### config.mk
export PLATFORM = sky130hd
export DESIGN_NAME = alu_op_sequencer
export DESIGN_NICKNAME = d
export VERILOG_FILES = /design/src/rtl/alu_op_sequencer.sv
export SDC_FILE = /design/constraint.sdc
export NUM_CORES = 1
export LEC_CHECK = 0
export CORE_MARGIN = 2
export CORE_UTILIZATION = 50
export CTS_BUF_LIST = sky130_fd_sc_hd__clkbuf_16
export CTS_CLUSTER_DIAMETER = 60
export CTS_CLUSTER_SIZE = 40
export DETAILED_ROUTE_END_ITERATION = 8
export PLACE_DENSITY = 0.94
export SYNTH_ARGS = -nofsm -noshare
export SYNTH_HDL_FRONTEND = slang
export SYNTH_SLANG_ARGS = --single-unit
### constraint.sdc
create_clock -name CLK -period 5.2 [get_ports CLK]
set_clock_uncertainty 0.15 [all_clocks]
set_input_delay 1.04 -clock CLK [delete_from_list [all_inputs] [get_ports CLK]]
set_output_delay 1.04 -clock CLK [all_outputs]
set_load 0.02 [all_outputs]
### src/rtl/alu_op_sequencer.sv
// Command sequencer for an external 74181-style ALU slice: decodes opcodes, runs one or two
// slice passes (low then high for wide ops), keeps a sticky carry and returns a valid/ready result.
module alu_op_sequencer #(
   parameter int WIDTH         = 8,
   parameter int SETTLE_CYCLES = 1
) (
   input  logic                 CLK,
   input  logic                 RST,
   input  logic                 cmd_valid,
   output logic                 cmd_ready,
   input  logic [3:0]           cmd_op,
   input  logic                 cmd_wide,
   input  logic [2*WIDTH-1:0]   cmd_a,
   input  logic [2*WIDTH-1:0]   cmd_b,
   output logic                 res_valid,
   input  logic                 res_ready,
   output logic [2*WIDTH-1:0]   res_data,
   output logic                 res_carry,
   output logic                 res_zero,
   output logic                 res_err,
   output logic                 ALU_Mode,
   output logic [3:0]           ALU_Selector,
   output logic [WIDTH-1:0]     ALU_A,
   output logic [WIDTH-1:0]     ALU_B,
   output logic                 ALU_CarryIn,
   input  logic [WIDTH-1:0]     ALU_F,
   input  logic                 ALU_CarryOut,
   input  logic                 ALU_ZeroFlag
);

   localparam int CNT_W = (SETTLE_CYCLES > 1) ? $clog2(SETTLE_CYCLES) : 1;
   localparam logic [CNT_W-1:0] CNT_LAST = CNT_W'(SETTLE_CYCLES - 1);

   typedef enum logic [1:0] {IDLE, EXEC_LO, EXEC_HI, RESP} state_t;

   typedef struct packed {
      logic       legal;
      logic       arith;
      logic       use_cf;
      logic       cn;
      logic [3:0] sel;
   } dec_t;

   // Carry-in polarity is the ALU's: cn=1 means no carry into the low slice.
   function automatic dec_t decode_op(input logic [3:0] op);
      dec_t d;
      d = '{legal: 1'b1, arith: 1'b0, use_cf: 1'b0, cn: 1'b1, sel: 4'h0};
      case (op)
         4'h0: d.sel = 4'h0;
         4'h1: d.sel = 4'h4;
         4'h2: d.sel = 4'h1;
         4'h3: d.sel = 4'h9;
         4'h4: d.sel = 4'hf;
         4'h5: d.sel = 4'hc;
         4'h6: begin d.arith = 1'b1; d.sel = 4'h6; end
         4'h7: begin d.arith = 1'b1; d.sel = 4'h6; d.use_cf = 1'b1; end
         4'h8: begin d.arith = 1'b1; d.sel = 4'h9; d.cn = 1'b0; end
         4'h9: begin d.arith = 1'b1; d.sel = 4'h9; d.use_cf = 1'b1; end
         4'ha: begin d.arith = 1'b1; d.sel = 4'hf; d.cn = 1'b0; end
         4'hb: begin d.arith = 1'b1; d.sel = 4'h0; end
         default: d.legal = 1'b0;
      endcase
      return d;
   endfunction

   state_t             state_r;
   dec_t               dec_s;
   logic [CNT_W-1:0]   settle_cnt_r;
   logic               settle_last_s;
   logic               cf_r;
   logic               arith_r;
   logic               wide_r;
   logic [WIDTH-1:0]   a_hi_r;
   logic [WIDTH-1:0]   b_hi_r;
   logic [WIDTH-1:0]   lo_f_r;
   logic               lo_zero_r;

   assign dec_s         = decode_op(cmd_op);
   assign settle_last_s = (settle_cnt_r == CNT_LAST);
   assign cmd_ready     = (state_r == IDLE);

   // Sequencer FSM with registered ALU drive and result outputs.
   always_ff @(posedge CLK) begin
      if (RST) begin
         state_r      <= IDLE;
         settle_cnt_r <= '0;
         cf_r         <= 1'b0;
         arith_r      <= 1'b0;
         wide_r       <= 1'b0;
         a_hi_r       <= '0;
         b_hi_r       <= '0;
         lo_f_r       <= '0;
         lo_zero_r    <= 1'b0;
         res_valid    <= 1'b0;
         res_data     <= '0;
         res_carry    <= 1'b0;
         res_zero     <= 1'b0;
         res_err      <= 1'b0;
         ALU_Mode     <= 1'b1;
         ALU_Selector <= 4'h0;
         ALU_A        <= '0;
         ALU_B        <= '0;
         ALU_CarryIn  <= 1'b1;
      end else begin
         case (state_r)
            IDLE: begin
               if (cmd_valid) begin
                  arith_r <= dec_s.arith;
                  wide_r  <= cmd_wide;
                  a_hi_r  <= cmd_a[2*WIDTH-1:WIDTH];
                  b_hi_r  <= cmd_b[2*WIDTH-1:WIDTH];
                  if (dec_s.legal) begin
                     state_r      <= EXEC_LO;
                     settle_cnt_r <= '0;
                     res_err      <= 1'b0;
                     ALU_Mode     <= ~dec_s.arith;
                     ALU_Selector <= dec_s.sel;
                     ALU_A        <= cmd_a[WIDTH-1:0];
                     ALU_B        <= cmd_b[WIDTH-1:0];
                     ALU_CarryIn  <= dec_s.use_cf ? ~cf_r : dec_s.cn;
                  end else begin
                     state_r   <= RESP;
                     res_valid <= 1'b1;
                     res_err   <= 1'b1;
                     res_data  <= '0;
                     res_carry <= 1'b0;
                     res_zero  <= 1'b0;
                  end
               end
            end
            EXEC_LO: begin
               if (settle_last_s) begin
                  settle_cnt_r <= '0;
                  if (wide_r) begin
                     state_r     <= EXEC_HI;
                     lo_f_r      <= ALU_F;
                     lo_zero_r   <= ~ALU_ZeroFlag;
                     ALU_A       <= a_hi_r;
                     ALU_B       <= b_hi_r;
                     // Ripple the active-low carry straight into the high slice.
                     ALU_CarryIn <= arith_r ? ALU_CarryOut : 1'b1;
                  end else begin
                     state_r   <= RESP;
                     res_valid <= 1'b1;
                     res_data  <= {{WIDTH{1'b0}}, ALU_F};
                     res_zero  <= ~ALU_ZeroFlag;
                     res_carry <= arith_r & ~ALU_CarryOut;
                     if (arith_r) begin
                        cf_r <= ~ALU_CarryOut;
                     end
                  end
               end else begin
                  settle_cnt_r <= settle_cnt_r + CNT_W'(1);
               end
            end
            EXEC_HI: begin
               if (settle_last_s) begin
                  settle_cnt_r <= '0;
                  state_r      <= RESP;
                  res_valid    <= 1'b1;
                  res_data     <= {ALU_F, lo_f_r};
                  res_zero     <= lo_zero_r & ~ALU_ZeroFlag;
                  res_carry    <= arith_r & ~ALU_CarryOut;
                  if (arith_r) begin
                     cf_r <= ~ALU_CarryOut;
                  end
               end else begin
                  settle_cnt_r <= settle_cnt_r + CNT_W'(1);
               end
            end
            RESP: begin
               if (res_ready) begin
                  state_r   <= IDLE;
                  res_valid <= 1'b0;
               end
            end
            default: begin
               state_r   <= IDLE;
               res_valid <= 1'b0;
            end
         endcase
      end
   end

endmodule

==> results.sh <==
export IMPL_worst_pin_slew_ns=1.18
export IMPL_worstReg2RegEnd="ALU_Selector[0]"
export IMPL_synth_edf_count=0
export IMPL_final_nets=504
export IMPL_antenna_found_initial=0
export IMPL_synth_top_cell_area_share=0.471
export IMPL_via_per_inst=5.54
export IMPL_synth_seq_cells=72
export IMPL_worst_path_stages=5
export IMPL_wl_per_cell_um=14.6
export IMPL_max_freq_mhz=314
export IMPL_finalCritPeriodShare=0.612
export IMPL_ys_seq_area_frac=0.471
export IMPL_top_usage_layer="met2"
export IMPL_yosys_warnings=0
export IMPL_hold_viol=0
export IMPL_reg2regPathDepth=6
export IMPL_leakage_nw=1.55
export IMPL_drv_slew=0
export IMPL_synthCells=369
export IMPL_cp_max_fo=16
export IMPL_cts_buffers=9
export IMPL_slew_headroom=0.214
export IMPL_cts_tree="yes"
export IMPL_setup_viol=0
export IMPL_cp_top_family="compound AO/OA/AOI/OAI gates"
export IMPL_power_density_nw_per_um2=510
export IMPL_synth_nets=425
export IMPL_slowest_stage="a211oi_2"
export IMPL_die_h_um=82.2
export IMPL_antenna_cells=0
export IMPL_synth_area_per_cell_um2=8.29
export IMPL_cp_startpoint="cmd_op[2]"
export IMPL_initial_core_util=0.517
export IMPL_grt_use_met2=0.425
export IMPL_r2r_slack_ns=2.67
export IMPL_setup_tns_ns=0
export IMPL_rows=28
export IMPL_synth_most_common_cell="nand2_1"
export IMPL_synthArstFlopShare=0
export IMPL_dp_hpwl_mm=5.15
export IMPL_synth_commonest_cells="nand2_1, dfxtp_1, a21oi_1"
export IMPL_first_pass_iters=4
export IMPL_arrival_ns=3.29
export IMPL_ctsHoldBuffers=0
export IMPL_drt_wl_total_mm=7.70
export IMPL_synth_area_top_cells="dfxtp_1, nand2_1, a21oi_1"
export IMPL_maxCapViolations=0
export IMPL_syn2layout_area_growth_pct=39.5
export IMPL_crit_type="input port to register"
export IMPL_crit_path_start_kind="input port"
export IMPL_clock_sinks=72
export IMPL_clock_root_buffer="clkbuf_16"
export IMPL_use_met3=0.0500
export IMPL_worst_path_buf_inv=1
export IMPL_grt_usage=0.237
export IMPL_r2r_start="state_r[1]"
export IMPL_ios=94
export IMPL_core_um2=5920
export IMPL_drt_first_iter_violations=155
export IMPL_drc=0
export IMPL_clock_latency_ns=0.32
export IMPL_htree_levels=3
export IMPL_ctsResizeCount=0
export IMPL_status="finished clean"
export IMPL_yosys_area_top_type="dfxtp_1"
export IMPL_ir_worst_vdd_uv=295
export IMPL_numPortBuffers=93
export IMPL_die_w_um=82.2
export IMPL_netlist_area_um2=3060
export IMPL_grt_overflow=0
export IMPL_drive_gt1_frac=0.0486
export IMPL_postRouteAntennaNets=0
export IMPL_period_needed_ns=3.18
export IMPL_use_met1=0.276
export IMPL_cts_clk_slew_worst_paths_ns=0.06
export IMPL_cts_buffer_depth=2
export IMPL_vias=2925
export IMPL_grt_pass1_wl_mm=12.4
export IMPL_synth_distinct_cells=32
export IMPL_rsz0062_at_grt="no"
export IMPL_postCtsSetupRepairBufs=0
export IMPL_cp_slowest_stage_delay_ns=0.92
export IMPL_ys_flop_type="dfxtp_1"
export IMPL_cp_endpoint="res_data[10]"
export IMPL_grt_max_degree=42
export IMPL_place_congestion=0.794
export IMPL_crit_top_cell="nand3_1"
export IMPL_hold_class="register to register"
export IMPL_crit_path_end_kind="register"
export IMPL_grt_pass1_vias=2779
export IMPL_post_route_util=0.721
export IMPL_dieArea_um2=6760
export IMPL_crit_required_ns=5.31
export IMPL_cp_cell_sequence="clkdlybuf4s50_1 -> nand3_1 -> a211oi_2 -> nand3_1 -> a21oi_1"
## tightest hold or removal path: stages, from the launching register on
cell and delay [ns]:
dfxtp_1 0.31, nand2_1 0.05, a21oi_1 0.05
## how the worst min path moves through the flow
stage | start | endpoint | slack (ns) | cells past startpoint
2_1_floorplan | a_hi_r[0] | a_hi_r[0] | 0.29 | 2
3_3_place_gp | res_data[8] | res_data[8] | 0.29 | 2
3_5_place_dp | res_data[14] | res_data[14] | 0.29 | 2
4_1_cts | res_data[14] | res_data[14] | 0.30 | 2
5_1_grt | res_data[9] | res_data[9] | 0.32 | 2
6_report | res_data[14] | res_data[14] | 0.30 | 2
## cells in the final DEF, fill, tap and decap left out, types with 5 or more instances in the layout
cell type         n
nand3_1          19
a21oi_1          51
a211oi_1         22
inv_1             7
a22o_1            9
ha_1              5
nor2_1           31
clkbuf_16         9
nand2_1          75
clkdlybuf4s50_1  92
dfxtp_1          72
mux2i_1          17
nor2b_1           5
## area by class of cell
cell class,instances,area [um2]
fillers,429,1650
multi-input cells,262,1470
flip-flops and latches,72,1440
repair buffers,96,948
clock buffers,9,225
well taps,75,93.8
clock inverters,7,62.6
inverters,7,26.3
## registers in the layout, summed over array words and instances, names as in the netlist, 2 cells and up
| name | cells |
|---|---|
| res_data | 16 |
| ALU_A | 8 |
| ALU_B | 8 |
| a_hi_r | 8 |
| b_hi_r | 8 |
| lo_f_r | 8 |
| ALU_Selector | 4 |
| state_r | 2 |
## metrics by stage
stage | power (W) | instances | cell area, um2 | setup slack (ns) | hold slack, ns
2_1_floorplan | 0.00132 | 369 | 3060 | 2.93 | 0.286
3_3_place_gp | 0.00157 | 512 | 3980 | 1.79 | 0.288
3_5_place_dp | 0.00160 | 512 | 3980 | 1.71 | 0.294
4_1_cts | 0.00219 | 528 | 4270 | 2.04 | 0.301
5_1_grt | 0.00230 | 528 | 4270 | 1.82 | 0.323
6_report | 0.00218 | 528 | 4270 | 2.02 | 0.300
## logic make-up after synthesis
group,count (synthesis),share of synthesized area
buffers and inverters,35,0.0482
DFF,72,0.471
muxes,18,0.0593
and+or+nand+nor,139,0.189
adders and majority gates,5,0.0204
AOI/OAI and AO/OA,100,0.212
## power by group
part	switching, W	internal (W)
Sequential	0.0000624	0.000661
Clock	0.000222	0.000366
Combinational	0.000515	0.000351
Total	0.000800	0.00138
## metal layers
| metal | up-vias | part of all wire | routed length [um] |
|---|---|---|---|
| li1 | 1440 | - | - |
| met1 | 1377 | 0.41 | 3190 |
| met2 | 95 | 0.52 | 3990 |
| met3 | 13 | 0.055 | 425 |
| met4 | 0 | 0.013 | 99 |
| met5 | - | 0 | 0 |
No activity file was read; power rests on OpenSTA's default activity.
